--- config.mk ---
export PLATFORM = sky130hd
export DESIGN_NAME = ofs_plat_avalon_mmio_csr_responder
export DESIGN_NICKNAME = d
export VERILOG_FILES = /design/src/rtl/ofs_plat_csr_responder_pkg.sv /design/src/rtl/ofs_plat_csr_read_pipe.sv /design/src/rtl/ofs_plat_avalon_mmio_csr_responder.sv
export SDC_FILE = /design/constraint.sdc
export NUM_CORES = 1
export LEC_CHECK = 0
export CAP_MARGIN = 10
export CELL_PAD_IN_SITES_DETAIL_PLACEMENT = 0
export CELL_PAD_IN_SITES_GLOBAL_PLACEMENT = 1
export CORE_UTILIZATION = 35
export DETAILED_ROUTE_END_ITERATION = 10
export GPL_TIMING_DRIVEN = 0
export PLACE_DENSITY = 0.71
export SKIP_LAST_GASP = 1
export SLEW_MARGIN = 5
export SYNTH_ARGS = -nofsm -noshare
export SYNTH_HDL_FRONTEND = slang
export SYNTH_HIERARCHICAL = 1
export SYNTH_SLANG_ARGS = --single-unit
--- constraint.sdc ---
create_clock -name clk -period 2.6 [get_ports clk]
set_clock_uncertainty 0.2 [all_clocks]
set_input_delay 0.26 -clock clk [delete_from_list [all_inputs] [get_ports clk]]
set_output_delay 0.26 -clock clk [all_outputs]
set_load 0.01 [all_outputs]
--- src/rtl/ofs_plat_csr_responder_pkg.sv ---
// Shared definitions for the AFU MMIO CSR responder: register word map,
// CSR word type and byte-lane mask expansion.
package ofs_plat_csr_responder_pkg;

  typedef logic [63:0] t_csr_word;

  localparam int CSR_DFH      = 0;
  localparam int CSR_AFU_ID_L = 1;
  localparam int CSR_AFU_ID_H = 2;
  localparam int CSR_RSVD     = 3;
  localparam int CSR_SCRATCH  = 4;
  localparam int CSR_CYCLE    = 5;
  localparam int CSR_EVENT    = 6;
  localparam int CSR_STATUS   = 7;
  localparam int CSR_CTRL     = 8;

  // Expand an 8-bit byteenable into a 64-bit bit mask.
  function automatic t_csr_word byte_mask(input logic [7:0] be);
    t_csr_word m;
    m = '0;
    for (int i = 0; i < 8; i++) m[i*8 +: 8] = {8{be[i]}};
    return m;
  endfunction

endpackage

--- src/rtl/ofs_plat_csr_read_pipe.sv ---
// Fixed-latency read response pipeline. Data stages only load when a valid
// response enters them, so the output data holds between responses.
module ofs_plat_csr_read_pipe
  import ofs_plat_csr_responder_pkg::*;
#(
  parameter int LATENCY = 1
) (
  input  logic      clk,
  input  logic      flush,
  input  logic      in_valid,
  input  t_csr_word in_data,
  output logic      out_valid,
  output t_csr_word out_data
);

  logic [LATENCY-1:0]            vld_pipe_d, vld_pipe_q;
  logic [LATENCY-1:0][63:0]      data_pipe_d, data_pipe_q;

  always_comb begin
    vld_pipe_d     = '0;
    data_pipe_d    = data_pipe_q;
    vld_pipe_d[0]  = in_valid;
    data_pipe_d[0] = in_valid ? in_data : data_pipe_q[0];
    for (int i = 1; i < LATENCY; i++) begin
      vld_pipe_d[i]  = vld_pipe_q[i-1];
      data_pipe_d[i] = vld_pipe_q[i-1] ? data_pipe_q[i-1] : data_pipe_q[i];
    end
  end

  // Flush drops in-flight responses and clears the visible data.
  always_ff @(posedge clk) begin
    if (flush) begin
      vld_pipe_q  <= '0;
      data_pipe_q <= '0;
    end else begin
      vld_pipe_q  <= vld_pipe_d;
      data_pipe_q <= data_pipe_d;
    end
  end

  assign out_valid = vld_pipe_q[LATENCY-1];
  assign out_data  = data_pipe_q[LATENCY-1];

endmodule

--- src/rtl/ofs_plat_avalon_mmio_csr_responder.sv ---
// AFU-side Avalon MMIO (64-bit, word addressed) CSR endpoint: decodes a fixed
// register map and returns read data through a fixed-latency pipeline.
module ofs_plat_avalon_mmio_csr_responder
  import ofs_plat_csr_responder_pkg::*;
#(
  parameter int          ADDR_WIDTH      = 16,
  parameter int          READ_LATENCY    = 1,
  parameter logic [63:0] DFH_VALUE       = 64'h0,
  parameter logic [63:0] AFU_ID_L        = 64'h0,
  parameter logic [63:0] AFU_ID_H        = 64'h0,
  parameter int          NUM_STATUS_BITS = 16
) (
  input  logic                       clk,
  input  logic                       reset,
  input  logic [ADDR_WIDTH-1:0]      address,
  input  logic                       read,
  input  logic                       write,
  input  logic [63:0]                writedata,
  input  logic [7:0]                 byteenable,
  input  logic                       burstcount,
  output logic                       waitrequest,
  output logic [63:0]                readdata,
  output logic                       readdatavalid,
  input  logic                       event_in,
  input  logic [NUM_STATUS_BITS-1:0] status_set,
  output logic [63:0]                ctrl_out,
  output logic                       protocol_err
);

  logic                       waitrequest_d, waitrequest_q;
  logic                       protocol_err_d, protocol_err_q;
  t_csr_word                  scratch_d, scratch_q;
  t_csr_word                  cycle_d, cycle_q;
  t_csr_word                  event_d, event_q;
  t_csr_word                  ctrl_d, ctrl_q;
  logic [NUM_STATUS_BITS-1:0] status_d, status_q;

  logic      accept, wr_en, rd_en;
  t_csr_word wmask, status_wmask, rd_data;
  logic      sel_scratch, sel_event, sel_status, sel_ctrl;
  logic      unused_sigs;

  assign accept = (read | write) & ~waitrequest_q;
  assign wr_en  = accept & write;
  // A simultaneous read+write performs only the write.
  assign rd_en  = accept & read & ~write;

  assign sel_scratch = (address == ADDR_WIDTH'(CSR_SCRATCH));
  assign sel_event   = (address == ADDR_WIDTH'(CSR_EVENT));
  assign sel_status  = (address == ADDR_WIDTH'(CSR_STATUS));
  assign sel_ctrl    = (address == ADDR_WIDTH'(CSR_CTRL));

  assign wmask        = byte_mask(byteenable);
  assign status_wmask = writedata & wmask;
  assign unused_sigs  = &{1'b0, burstcount, status_wmask};

  always_comb begin
    rd_data = '0;
    case (address)
      ADDR_WIDTH'(CSR_DFH):      rd_data = DFH_VALUE;
      ADDR_WIDTH'(CSR_AFU_ID_L): rd_data = AFU_ID_L;
      ADDR_WIDTH'(CSR_AFU_ID_H): rd_data = AFU_ID_H;
      ADDR_WIDTH'(CSR_SCRATCH):  rd_data = scratch_q;
      ADDR_WIDTH'(CSR_CYCLE):    rd_data = cycle_q;
      ADDR_WIDTH'(CSR_EVENT):    rd_data = event_q;
      ADDR_WIDTH'(CSR_STATUS):   rd_data = t_csr_word'(status_q);
      ADDR_WIDTH'(CSR_CTRL):     rd_data = ctrl_q;
      default:                   rd_data = '0;
    endcase
  end

  always_comb begin
    waitrequest_d  = 1'b0;
    protocol_err_d = protocol_err_q | (accept & read & write);
    cycle_d        = cycle_q + 64'd1;

    scratch_d = scratch_q;
    if (wr_en && sel_scratch) scratch_d = (scratch_q & ~wmask) | (writedata & wmask);

    ctrl_d = ctrl_q;
    if (wr_en && sel_ctrl) ctrl_d = (ctrl_q & ~wmask) | (writedata & wmask);

    // Clear-on-read restarts the count with this cycle's event, if any.
    event_d = event_q;
    if (rd_en && sel_event)          event_d = event_in ? 64'd1 : 64'd0;
    else if (event_in && ~&event_q)  event_d = event_q + 64'd1;

    // Set pulses win over a same-cycle W1C.
    status_d = status_q;
    if (wr_en && sel_status) status_d = status_q & ~status_wmask[NUM_STATUS_BITS-1:0];
    status_d = status_d | status_set;
  end

  always_ff @(posedge clk) begin
    if (reset) begin
      waitrequest_q  <= 1'b1;
      protocol_err_q <= 1'b0;
      scratch_q      <= '0;
      cycle_q        <= '0;
      event_q        <= '0;
      ctrl_q         <= '0;
      status_q       <= '0;
    end else begin
      waitrequest_q  <= waitrequest_d;
      protocol_err_q <= protocol_err_d;
      scratch_q      <= scratch_d;
      cycle_q        <= cycle_d;
      event_q        <= event_d;
      ctrl_q         <= ctrl_d;
      status_q       <= status_d;
    end
  end

  ofs_plat_csr_read_pipe #(
    .LATENCY (READ_LATENCY)
  ) u_read_pipe (
    .clk       (clk),
    .flush     (reset),
    .in_valid  (rd_en),
    .in_data   (rd_data),
    .out_valid (readdatavalid),
    .out_data  (readdata)
  );

  assign waitrequest  = waitrequest_q;
  assign ctrl_out     = ctrl_q;
  assign protocol_err = protocol_err_q;

endmodule

Word level (Yosys, flattened, before mapping)
Cells that the tools add are included.
{"block": "totals", "reg_bits": 339, "in_bits": 110, "word_cells": 48, "out_inout_bits": 131}
{"block": "op_classes", "n_eq_ne": 5, "addsub": 2, "muxes": 6, "n_reduce_logical": 8, "bitwise_logic": 18}
{"operator": "64-bit case mux with 5 select lines", "n": 1}
{"operator": "64-bit AND", "n": 3}
{"operator": "64-bit by 1-bit adder with 64-bit output (second input constant)", "n": 2}
{"operator": "64-bit 2-to-1 mux", "n": 2}
{"operator": "64-bit bitwise OR", "n": 2}
{"operator": "16-bit by 3-bit equality test with 1-bit output (second input constant)", "n": 4}
{"operator": "64-bit inverter", "n": 1}
{"operator": "64-bit AND reduction", "n": 1}
{"operator": "16-bit AND", "n": 1}
{"operator": "16-bit by 4-bit equality test with 1-bit output (second input constant)", "n": 1}
{"operator": "16-bit 2-to-1 mux", "n": 1}
{"operator": "16-bit inverter", "n": 1}
{"operator": "16-bit bitwise OR", "n": 1}
{"operator": "1-bit AND", "n": 5}
{"operator": "1-bit logical AND", "n": 5}
{"operator": "1-bit 2-to-1 mux", "n": 2}
{"operator": "1-bit inverter", "n": 2}
{"operator": "1-bit bitwise OR", "n": 2}
{"operator": "2-bit nonzero test", "n": 1}
{"operator": "1-bit logical NOT", "n": 1}

Logic depth before layout (Yosys ltp)
Gate-level depths: netlist of the first run.
{"block": "depth", "word_depth": 6, "mapped_depth": 10, "depth_no_buf": 8}

Cells and area by module
Netlist of the first run, hierarchy kept.
{"module": "ofs_plat_avalon_mmio_csr_responder", "cells_each": 1563, "instances": 1, "area_each_um2": 12927.4, "seq_area_each_um2": 5485.3}
{"module": "ofs_plat_csr_read_pipe", "cells_each": 208, "instances": 1, "area_each_um2": 2311.0, "seq_area_each_um2": 1301.2}

Worst setup path before layout of the first run
No wires, ideal clock.
{"block": "synth_timing", "path_kind": "register to register", "start": "register event_q[36]", "end": "register event_q[49]", "t_required_ns": 2.331, "arrival_time_ns": 2.323, "setup_slack_ns": 0.009, "path_stages_with_launch": 10, "cell_sequence": "dfxtp_1 -> nand4_2 -> or4_4 -> or3_1 -> buf_6 -> o211ai_4 -> buf_6 -> buf_12 -> o31ai_1 -> a21oi_2"}
{"block": "synth_between", "elab_chain_len": 4, "word_cells_on_any_way": 7, "cone_classes": "add/sub (1); mux (2); reduce/logical (4)"}
{"item": "from (decl)", "line_no": "ofs_plat_avalon_mmio_csr_responder.sv:34", "source": "t_csr_word event_d, event_q;"}
{"item": "from (signal assigned)", "line_no": "ofs_plat_avalon_mmio_csr_responder.sv:108", "source": "event_q <= event_d;"}
{"item": "parallel branches: the longest is 4 deep, another holds 64-bit by 1-bit adder with 64-bit output"}
Parallel ways; which one is timed is not known. The select of a mux whose other input is x is not followed.
A chain may end at the register's enable or synchronous reset.

Worst setup path in the final report of the first run
{"block": "layout_timing", "start": "register event_q[6]", "end": "register event_q[60]"}
The elaborated chain is that of the path after synthesis.

==> results.md, run 1 <==
- Status: finished, violations left
- Failing checks: negative setup slack
- Root Driver: clkbuf_16
- Crit path required time: 2.88 ns
- HPWL Detailed: ~47 mm
- R2r worst-path depth: 7
- Grt ovf: 0
- CP Launch Type: flip-flop
- Cell Area, Synth: ~0.015 mm2
- Die Y: 211 um
- Final nets: 2,194
- Share of cells above drive strength 1: 0.144
- Post-Syn Instances: roughly 1,800
- Initial antenna violation count: 0
- Die ar.: approximately 0.044 mm2
- Pwr per Cell Area: ~580 mW/mm2
- Core area: 0.0430 mm2
- Most common library cells after synthesis: dfxtp_1 (339), nor2_1 (236), nand2_1 (224)
- Setup Slack @ Placement: -1.64 ns
- Drt drc: 0
- WL met2: 27.2 mm
- Post-synth top area share: 0.445
- Max-cap violations: 0
- CTS HTree Levels: 2
- Final setup fails: 4
- Top_reg_cell synth: dfxtp_1
- Yosys top cell by area: dfxtp_1
- IO Pins: approximately 240
- CP endpoint kind: flip-flop
- Die X: 211 um
- Worst-margin pin slew: ~0.96 ns
- PnR worst setup slack: -0.0423 ns
- RSZ-0062 raised after global routing: yes
- Mean Syn Cell Area: between 8 and 9 um2
- Routed length on met1: between 20 and 30 mm
- Diodes inserted: 0
- Sequential area share after synthesis: 0.445
- DR top layer: met4
- Post-layout power: approximately 12 mW
- Hold Buf Count CTS: 0
- Logic pwr share: 0.041
- CTS Sinks: ~340
- Final period utilization: 1.02
- Largest net degree at the start of global routing: 15
- WL met3: 3.62 mm
- Number of synthesized flops with an enable pin: 0
- Most frequent cell after synthesis: dfxtp_1
- Async S/R FF share, synth: 0
- Final Hold Fails: 0
- Syn Nets: between 1,500 and 2,000
- WS Path Type: reg -> reg
- Hold depth: 3
- Clock transition at path regs: around 0.060 ns
- Slew Limit Headroom: 0.358
- Yosys reg bits: around 340
- Part of the power in registers: 0.439
- P_sw: 2.63 mW
- Max VDD drop: about 0.33 mV
- Drt total wl: between 60 and 70 mm
- Minimum clock period: between 2 and 3 ns
- Internal cell power: between 9 and 10 mW
- CTS Buf Count: 39
- CTS max path bufs: 3
- DRT Pass-1 Iters: 6
- 1st-iter DRT viols: 1,250
- Max Freq: ~380 MHz
- Antenna Nets Post-Route: 0
- Hold Slack: between 0.1 and 0.15 ns
- CTS tree: yes
- Sw frac: 0.221
- Yosys warning total: 6
- Std cell rows: 76
- Clock power share: 0.520
- Pleak: roughly 7 nW
- I/O Buffers: 236
- Global-route wire length before repair: ~90 mm
- Pins Over Slew Limit: 0
- Via count: ~15,000
- GPL Wtd Cong: slightly below 1
- Critical Path Fanout Max: 6
- Leading cell types by total area after synthesis: dfxtp_1 (45%), mux2i_1 (8.4%), nor2_1 (5.8%)
- Cell variety after synth: 55
- Wire per inst: 22.3 um
- Critical Path AT: ~3 ns
- Routed vias/inst: about 5.5
- Hold Crit Class: in -> reg
- Initial Util: 0.355
- Global Route Usage Sum: 0.264
- Synthesis-to-layout area growth: 36.0%
- Clock latency on the worst-skew pair: about 0.55 ns
- Vias in the first global route: 14,200
kinds of logic (layout without fill, tap and decap cells):
family / Yosys count / in the layout / synth area share
AOI/OAI and AO/OA: 326 / 326 / 0.148
buffers and inverters: 135 / 474 / 0.0409
muxes: 128 / 128 / 0.0841
DFF: 339 / 339 / 0.445
xor gates and xnor gates: 71 / 71 / 0.0408
and+or+nand+nor: 770 / 770 / 0.239
adders and majority gates: 2 / 2 / 0.00164
power groups by stage:
| stage | Combinational, mW | Clock, mW | Sequential, mW |
|---|---|---|---|
| 2_1_floorplan | 0.168 | 0 | 5.35 |
| 3_3_place_gp | 0.470 | 0 | 5.36 |
| 3_5_place_dp | 0.474 | 0 | 5.36 |
| 4_1_cts | 0.482 | 6.27 | 5.23 |
| 5_1_grt | 0.518 | 6.49 | 5.23 |
| 6_report | 0.494 | 6.20 | 5.23 |
worst paths after layout:
path	from	to	slack, ns
min reg2reg	flip-flop	flip-flop	0.25
min	writedata[31]	flip-flop	0.11
max	event_q[6]$_SDFFE_PP0P_	event_q[60]$_SDFFE_PP0P_	-0.04
max reg2reg	event_q[6]$_SDFFE_PP0P_	event_q[60]$_SDFFE_PP0P_	-0.04
timing repair:
item                       in CTS  in global routing
pin swaps                      17                 23
resized for setup             139                 93
setup endpoints to repair     300                216
gates cloned                    0                  0
buffers inserted               24                 19
cells in the final DEF (no fill, tap or decap), types with 10 or more instances in the layout:
| cell | n |
|---|---|
| a21oi_1 | 122 |
| a21oi_2 | 11 |
| a221o_1 | 40 |
| a222oi_1 | 10 |
| a22o_1 | 40 |
| a22oi_1 | 29 |
| and3_1 | 26 |
| and4_1 | 10 |
| buf_2 | 12 |
| buf_4 | 45 |
| clkbuf_1 | 52 |
| clkbuf_16 | 41 |
| clkbuf_2 | 19 |
| clkdlybuf4s50_1 | 236 |
| dfxtp_1 | 287 |
| dfxtp_2 | 38 |
| dfxtp_4 | 14 |
| inv_1 | 19 |
| mux2i_1 | 128 |
| nand2_1 | 221 |
| nand3_1 | 84 |
| nand4_1 | 32 |
| nor2_1 | 232 |
| nor3_1 | 15 |
| nor4_2 | 19 |
| o21ai_0 | 23 |
| o21ai_1 | 10 |
| o31ai_1 | 12 |
| or3_1 | 39 |
| or4_1 | 21 |
| xnor2_1 | 52 |
| xor2_1 | 19 |
per-stage QoR:
stage | instance area, um2 | setup TNS [ns] | cells | util
after floorplan | 15200 | 0 | 1771 | -
after global placement | 18300 | -336.04 | 2592 | 0.427
after detailed placement | 18400 | -274.95 | 2594 | 0.427
after CTS | 20300 | -0.0919 | 2679 | 0.473
after global routing | 20700 | -0.864 | 2695 | 0.482
final | 20700 | -0.0749 | 2695 | 0.482
critical path: stages (launching register included):
cell	delay, ns
dfxtp_1	0.48
nand2_2	0.14
or3_4	0.42
buf_4	0.15
nor2_2	0.26
o2111ai_1	0.30
or4_1	0.49
a21oi_1	0.14
routing by layer:
layer | vias up | GRT usage
met4 | 0 | 0.0837
met1 | 7260 | 0.373
met5 | - | 0
li1 | 7005 | -
met3 | 101 | 0.0366
met2 | 536 | 0.415
area by class of cell:
| class | instances | area, um2 |
|---|---|---|
| Buffer | 105 | 594 |
| Clock buffer | 49 | 1090 |
| Clock inverter | 20 | 352 |
| Fill cell | 4189 | 22300 |
| Inverter | 19 | 71.3 |
| Multi-Input combinational cell | 1297 | 8270 |
| Sequential cell | 339 | 6890 |
| Tap cell | 585 | 732 |
| Timing Repair Buffer | 281 | 2740 |
No activity file was read; power rests on OpenSTA's default activity.
==> run 2: changes to the inputs <==
--- a/config.mk
+++ b/config.mk
@@ -8,10 +8,10 @@
 export CAP_MARGIN = 10
 export CELL_PAD_IN_SITES_DETAIL_PLACEMENT = 0
 export CELL_PAD_IN_SITES_GLOBAL_PLACEMENT = 1
-export CORE_UTILIZATION = 35
+export CORE_UTILIZATION = 28
 export DETAILED_ROUTE_END_ITERATION = 10
 export GPL_TIMING_DRIVEN = 0
-export PLACE_DENSITY = 0.71
+export PLACE_DENSITY = 0.58
 export SKIP_LAST_GASP = 1
 export SLEW_MARGIN = 5
 export SYNTH_ARGS = -nofsm -noshare
==> results.md, run 2 (same netlist as run 1, synthesis figures left out) <==
- CTS Sinks: 339 (unchanged)
- Die ar.: 0.0554 mm2 (was 0.0444 mm2)
- Synthesis-to-layout area growth: 37.4% (was 36.0%)
- Initial antenna violation count: 1 (was 0)
- Critical Path AT: 2.91 ns (was 2.92 ns)
- Hold Crit Class: in -> reg (unchanged)
- Max VDD drop: 0.528 mV (was 0.332 mV)
- Fillers: 5,514 (was 4,189)
- Non-filler instance count after layout: 2,818 (was 2,695)
- Share of cells above drive strength 1: 0.156 (was 0.144)
- Status: finished, violations left (unchanged)
- CP max stage delay: 0.60 ns (was 0.49 ns)
- GPL Wtd Cong: 0.856 (was 0.964)
- Diodes inserted: 0 (unchanged)
- Final nets: 2,204 (was 2,194)
- Hold Slack: 0.0915 ns (was 0.109 ns)
- Hold Buf Count CTS: 0 (unchanged)
- CTS tree: yes (unchanged)
- Antenna Nets Post-Route: 0 (unchanged)
- HPWL Detailed: 50.8 mm (was 46.6 mm)
- Slew Limit Headroom: 0.404 (was 0.358)
- Dpl cells: 2,704 (was 2,594)
- CTS Buf Count: 41 (was 39)
- IO Pins: 241 (unchanged)
- Global-route wire length before repair: 96.1 mm (was 88.5 mm)
- Slowest cell on crit path: or4_1 (unchanged)
- Pleak: 6.96 nW (was 6.86 nW)
- Failing checks: negative setup slack (unchanged)
- CTS HTree Levels: 2 (unchanged)
- I/O Buffers: 236 (unchanged)
- Final Hold Fails: 0 (unchanged)
- Initial Util: 0.283 (was 0.355)
- DRT Pass-1 Iters: 7 (was 6)
- Global Route Usage Sum: 0.232 (was 0.264)
- Root Driver: clkbuf_16 (unchanged)
- Pwr per Cell Area: 545 mW/mm2 (was 575 mW/mm2)
- Die X: 235 um (was 211 um)
- Die Y: 235 um (was 211 um)
- Vias in the first global route: 14,300 (was 14,200)
- Max-cap violations: 0 (unchanged)
- Drt total wl: 65.9 mm (was 60.1 mm)
- Max Freq: 382 MHz (was 378 MHz)
- Final period utilization: 1.01 (was 1.02)
- RSZ-0062 raised after global routing: yes (unchanged)
- Clock latency on the worst-skew pair: 0.58 ns (was 0.55 ns)
- PnR worst setup slack: -0.0200 ns (was -0.0423 ns)
- 1st-iter DRT viols: 1,171 (was 1,250)
- Pins Over Slew Limit: 0 (unchanged)
- Routed vias/inst: 5.28 (was 5.53)
- Wire per inst: 23.4 um (was 22.3 um)
- CTS max path bufs: 3 (unchanged)
- Core area: 0.0538 mm2 (was 0.0430 mm2)
- Worst-margin pin slew: 0.894 ns (was 0.963 ns)
- Post-layout power: 11.4 mW (was 11.9 mW)
- Minimum clock period: 2.62 ns (was 2.64 ns)
- Crit path required time: 2.89 ns (was 2.88 ns)
- Final setup fails: 1 (was 4)
- Most common cell after layout, fill and taps aside: dfxtp_1 (unchanged)
- Critical Path Fanout Max: 4 (was 6)
- Drt drc: 0 (unchanged)
- Reg2reg setup slack: -0.02 ns (was -0.04 ns)
- Grt ovf: 0 (unchanged)
- CP Launch Type: flip-flop (unchanged)
- Via count: 14,900 (about the same)
- Largest net degree at the start of global routing: 13 (was 15)
- Most frequent cells in the layout: dfxtp_1 (275), clkdlybuf4s50_1 (236), nor2_1 (230) (was dfxtp_1 (287), clkdlybuf4s50_1 (236), nor2_1 (232))
- Std cell rows: 85 (was 76)
- CP endpoint kind: flip-flop (unchanged)
- Clock transition at path regs: 0.06 ns (about the same)
- Crit-path cells: nand4_4 -> buf_4 -> nor3_1 -> nand3_1 -> or4_1 -> or3_1 -> a21oi_1 (was nand2_2 -> or3_4 -> buf_4 -> nor2_2 -> o2111ai_1 -> or4_1 -> a21oi_1)
- WS Path Type: reg -> reg (unchanged)
-- run 2: cell count changes in the layout (fill, tap and decap cells not counted), moves of 4 or more --
cell / delta
dfxtp_1: -12
clkinv_2: +10
clkinvlp_4: -9
dfxtp_2: +9
bufinv_16: -8
buf_4: +7
clkbuf_2: +4
o21ai_1: -4
-- run 2: final timing paths --
| check | to | cells past startpoint | start |
|---|---|---|---|
| min reg2reg | flip-flop | 2 | flip-flop |
| max reg2reg | event_q[58]$_SDFFE_PP0P_ | 7 | event_q[36]$_SDFFE_PP0P_ |
| max | event_q[58]$_SDFFE_PP0P_ | 7 | event_q[36]$_SDFFE_PP0P_ |
| min | status_q[7]$_SDFF_PP0_ | 3 | status_set[7] |
-- run 2: final cells by class --
type | count | area, um2 | share of cell area
multi-input cells | 1297 | 8380 | 0.400
plain buffers | 106 | 619 | 0.0296
well taps | 696 | 871 | 0.0416
clock inverters | 14 | 110 | 0.00526
flip-flops and latches | 339 | 6910 | 0.330
clock buffers | 59 | 1180 | 0.0566
inverters | 19 | 71.3 | 0.00341
repair buffers | 288 | 2800 | 0.133
-- run 2: worst max-delay path, delay by kind of cell (launching register included) --
family | cells | cell delay [ns]
AND/OR/NAND/NOR | 5 | 1.69
AO/OA/AOI/OAI | 1 | 0.14
flip-flops | 1 | 0.36
buffers and inverters | 1 | 0.15
-- run 2: metrics by stage --
stage / area (um2) / worst slack [ns] / utilization / setup TNS [ns]
global route: 20900 / -0.105 / 0.389 / -0.955
global placement: 18500 / -2.40 / 0.343 / -374.13
CTS: 20400 / -0.0413 / 0.379 / -0.207
detailed placement: 18500 / -1.74 / 0.344 / -339.33
floorplan: 15200 / 0.00871 / - / 0
finish: 20900 / -0.0200 / 0.389 / -0.0200
-- run 2: power by group --
group	total, mW	internal (mW)	switching (mW)
sequential	5.23	5.20	0.0229
clock	5.67	3.27	2.41
combinational	0.511	0.223	0.288
-- run 2: per-layer routing --
metal	vias to the layer above	part of all wire	track usage	wire length, um
li1	7037	-	-	-
met1	7253	0.46	0.318	30100
met2	476	0.46	0.379	30100
met3	100	0.057	0.0310	3760
met4	2	0.029	0.0675	1900
met5	-	0.00017	0	11
-- run 2: repair_timing --
action,in CTS,in global routing
resized for setup,164,101
gates cloned,2,2
setup buffers,24,23
pin swaps,11,23
endpoints found under the setup margin,299,234
==> run 3: changes to the inputs <==
--- a/config.mk
+++ b/config.mk
@@ -18,3 +18,4 @@
 export SYNTH_HDL_FRONTEND = slang
 export SYNTH_HIERARCHICAL = 1
 export SYNTH_SLANG_ARGS = --single-unit
+export TNS_END_PERCENT = 50
==> results.md, run 3 (same netlist as run 1, synthesis figures left out) <==
- M3 GR Usage: 0.0303 (was 0.0310)
- Initial Util: 0.283 (unchanged)
- CTS Buf Count: 41 (unchanged)
- Non-filler instance count after layout: 2,816 (was 2,818)
- Wire per inst: 23.4 um (about the same)
- Fillers: 5,528 (was 5,514)
- Synthesis-to-layout area growth: 36.6% (was 37.4%)
- Area of the multi-input gates: 0.00830 mm2 (was 0.00838 mm2)
- Std cell rows: 85 (unchanged)
- Clock power share: 0.498 (was 0.497)
- Hold Buf Count CTS: 0 (unchanged)
- Crit path required time: 2.90 ns (was 2.89 ns)
- Status: finished, violations left (unchanged)
- Routed vias/inst: 5.27 (was 5.28)
- DRT Pass-1 Iters: 6 (was 7)
- Vias in the first global route: 14,300 (about the same)
- Worst-margin pin slew: 0.889 ns (was 0.894 ns)
- CTS tree: yes (unchanged)
- CTS Sinks: 339 (unchanged)
- Core area: 0.0538 mm2 (unchanged)
- WS Path Type: reg -> reg (unchanged)
- IO Pins: 241 (unchanged)
- Final setup fails: 3 (was 1)
- Reg2reg setup slack: -0.03 ns (was -0.02 ns)
- Crit-path cells: and4_1 -> nand3_1 -> clkbuf_4 -> or3_1 -> a211o_1 -> or3_1 -> a21oi_1 (was nand4_4 -> buf_4 -> nor3_1 -> nand3_1 -> or4_1 -> or3_1 -> a21oi_1)
- Hold Crit Class: in -> reg (unchanged)
- Die Y: 235 um (unchanged)
- Global Route Usage Sum: 0.232 (about the same)
- CP endpoint kind: flip-flop (unchanged)
- Grt ovf: 0 (unchanged)
- Final nets: 2,202 (was 2,204)
- Max-cap violations: 0 (unchanged)
- Internal cell power: 8.69 mW (about the same)
- Final period utilization: 1.01 (about the same)
- CP max stage delay: 0.45 ns (was 0.60 ns)
- Failing checks: negative setup slack (unchanged)
- Slowest cell on crit path: or3_1 (was or4_1)
- Die X: 235 um (unchanged)
- Hold depth: 3 (unchanged)
- Global routing's busiest layer: met2 (unchanged)
- Slew Limit Headroom: 0.408 (was 0.404)
- Most frequent cells in the layout: dfxtp_1 (278), clkdlybuf4s50_1 (236), nor2_1 (232) (was dfxtp_1 (275), clkdlybuf4s50_1 (236), nor2_1 (230))
- FF-to-FF End: event_q[27]$_SDFFE_PP0P_ (was event_q[58]$_SDFFE_PP0P_)
- P_sw: 2.72 mW (about the same)
- Dpl cells: 2,704 (unchanged)
- Most common cell after layout, fill and taps aside: dfxtp_1 (unchanged)
- Share of cells above drive strength 1: 0.150 (was 0.156)
- Logic pwr share: 0.044 (was 0.045)
- Setup Slack @ Placement: -1.74 ns (unchanged)
- Met1 Use GR: 0.319 (was 0.318)
- Post-layout power: 11.4 mW (about the same)
- Via count: 14,800 (was 14,900)
- Pwr per Cell Area: 548 mW/mm2 (was 545 mW/mm2)
- Storage cell area: 0.00691 mm2 (about the same)
- Global-route wire length before repair: 96.1 mm (about the same)
- CTS HTree Levels: 2 (unchanged)
- Worst R2R Start: event_q[14]$_SDFFE_PP0P_ (was event_q[36]$_SDFFE_PP0P_)
- Drt drc: 0 (unchanged)
- HP Start: writedata[62] (was status_set[7])
- Max VDD drop: 0.528 mV (about the same)
- R2r worst-path depth: 7 (unchanged)
- Cell with the most instances on the worst path: or3_1
- Critical Path AT: 2.93 ns (was 2.91 ns)
- CP Launch Type: flip-flop (unchanged)
- I/O Buffers: 236 (unchanged)
- 1st-iter DRT viols: 1,240 (was 1,171)
- PnR worst setup slack: -0.0329 ns (was -0.0200 ns)
- Diodes inserted: 0 (unchanged)
- Antenna Nets Post-Route: 0 (unchanged)
- Minimum clock period: 2.63 ns (was 2.62 ns)
- CTS max path bufs: 3 (unchanged)
- RSZ-0062 raised after global routing: yes (unchanged)
- HPWL Detailed: 50.8 mm (unchanged)
- Critical Path Fanout Max: 10 (was 4)
- Clock transition at path regs: 0.06 ns (about the same)
- Die ar.: 0.0554 mm2 (unchanged)
- Clock latency on the worst-skew pair: 0.58 ns (about the same)
- Root Driver: clkbuf_16 (unchanged)
- Part of the power in registers: 0.458 (about the same)
- GPL Wtd Cong: 0.856 (unchanged)
- Initial antenna violation count: 1 (unchanged)
- Final Hold Fails: 0 (unchanged)
- Drt total wl: 65.8 mm (was 65.9 mm)
- Met2 usage: 0.379 (unchanged)
- Max Freq: 380 MHz (was 382 MHz)
- Sw frac: 0.239 (was 0.238)
- Pleak: 6.89 nW (was 6.96 nW)
- Pins Over Slew Limit: 0 (unchanged)
- Largest net degree at the start of global routing: 13 (unchanged)
## run 3: worst max path at each step
stage	startpoint	to	slack, ns	depth (start not counted)
detailed placement	address[9]	u_read_pipe/out_data[47]$_SDFFE_PP0P_	-1.74	11
CTS	cycle_q[8]$_SDFF_PP0_	cycle_q[30]$_SDFF_PP0_	-0.12	7
floorplan	event_q[36]$_SDFFE_PP0P_	event_q[49]$_SDFFE_PP0P_	0.009	9
global route	event_q[36]$_SDFFE_PP0P_	event_q[58]$_SDFFE_PP0P_	-0.10	7
finish	event_q[14]$_SDFFE_PP0P_	event_q[27]$_SDFFE_PP0P_	-0.03	7
global placement	address[9]	u_read_pipe/out_data[40]$_SDFFE_PP0P_	-2.40	10
## run 3: final cells by class
| class | count | share of cell area |
|---|---|---|
| buffer | 106 | 0.0292 |
| clock buffer | 59 | 0.0569 |
| clock inverter | 14 | 0.00529 |
| inverter | 19 | 0.00343 |
| multi-input combinational | 1297 | 0.399 |
| sequential | 339 | 0.332 |
| tap | 696 | 0.0418 |
| timing repair buffer | 286 | 0.133 |
## run 3: worst max-delay path, delay by kind of cell (launching register included)
family | cells | cell delay, ns
flops | 1 | 0.41
compound gates | 2 | 0.50
simple gates | 4 | 1.21
buf+inv | 1 | 0.24
## run 3: timing repair
item                       4_1_cts  5_1_grt
pin swaps                       11       19
resized for setup              149       90
buffers inserted                22       24
cloned                           2        1
setup endpoints to repair      299      283
hold endpoints to repair         0        0
## run 3: per-layer routing
metal  vias to the layer above  share of wire
li1                       7029              -
met1                      7273           0.46
met2                       457           0.46
met3                        87          0.053
met4                         2          0.026
met5                         -        0.00017
## run 3: through the flow
step | cell area, um2 | hold slack (ns) | utilization | TNS (ns)
2_1_floorplan | 15200 | 0.0877 | - | 0
3_3_place_gp | 18500 | 0.239 | 0.343 | -374.13
3_5_place_dp | 18500 | 0.244 | 0.344 | -339.33
4_1_cts | 20300 | 0.0707 | 0.378 | -4.10
5_1_grt | 20800 | 0.108 | 0.387 | -1.16
6_report | 20800 | 0.0906 | 0.387 | -0.0614
## run 3: power by group through the flow
stage	Clock (mW)	Sequential (mW)	Combinational [mW]
after floorplan	0	5.35	0.168
after global placement	0	5.36	0.484
final	5.68	5.23	0.504
after detailed placement	0	5.36	0.484
after CTS	5.79	5.23	0.498
after global routing	6.00	5.23	0.530
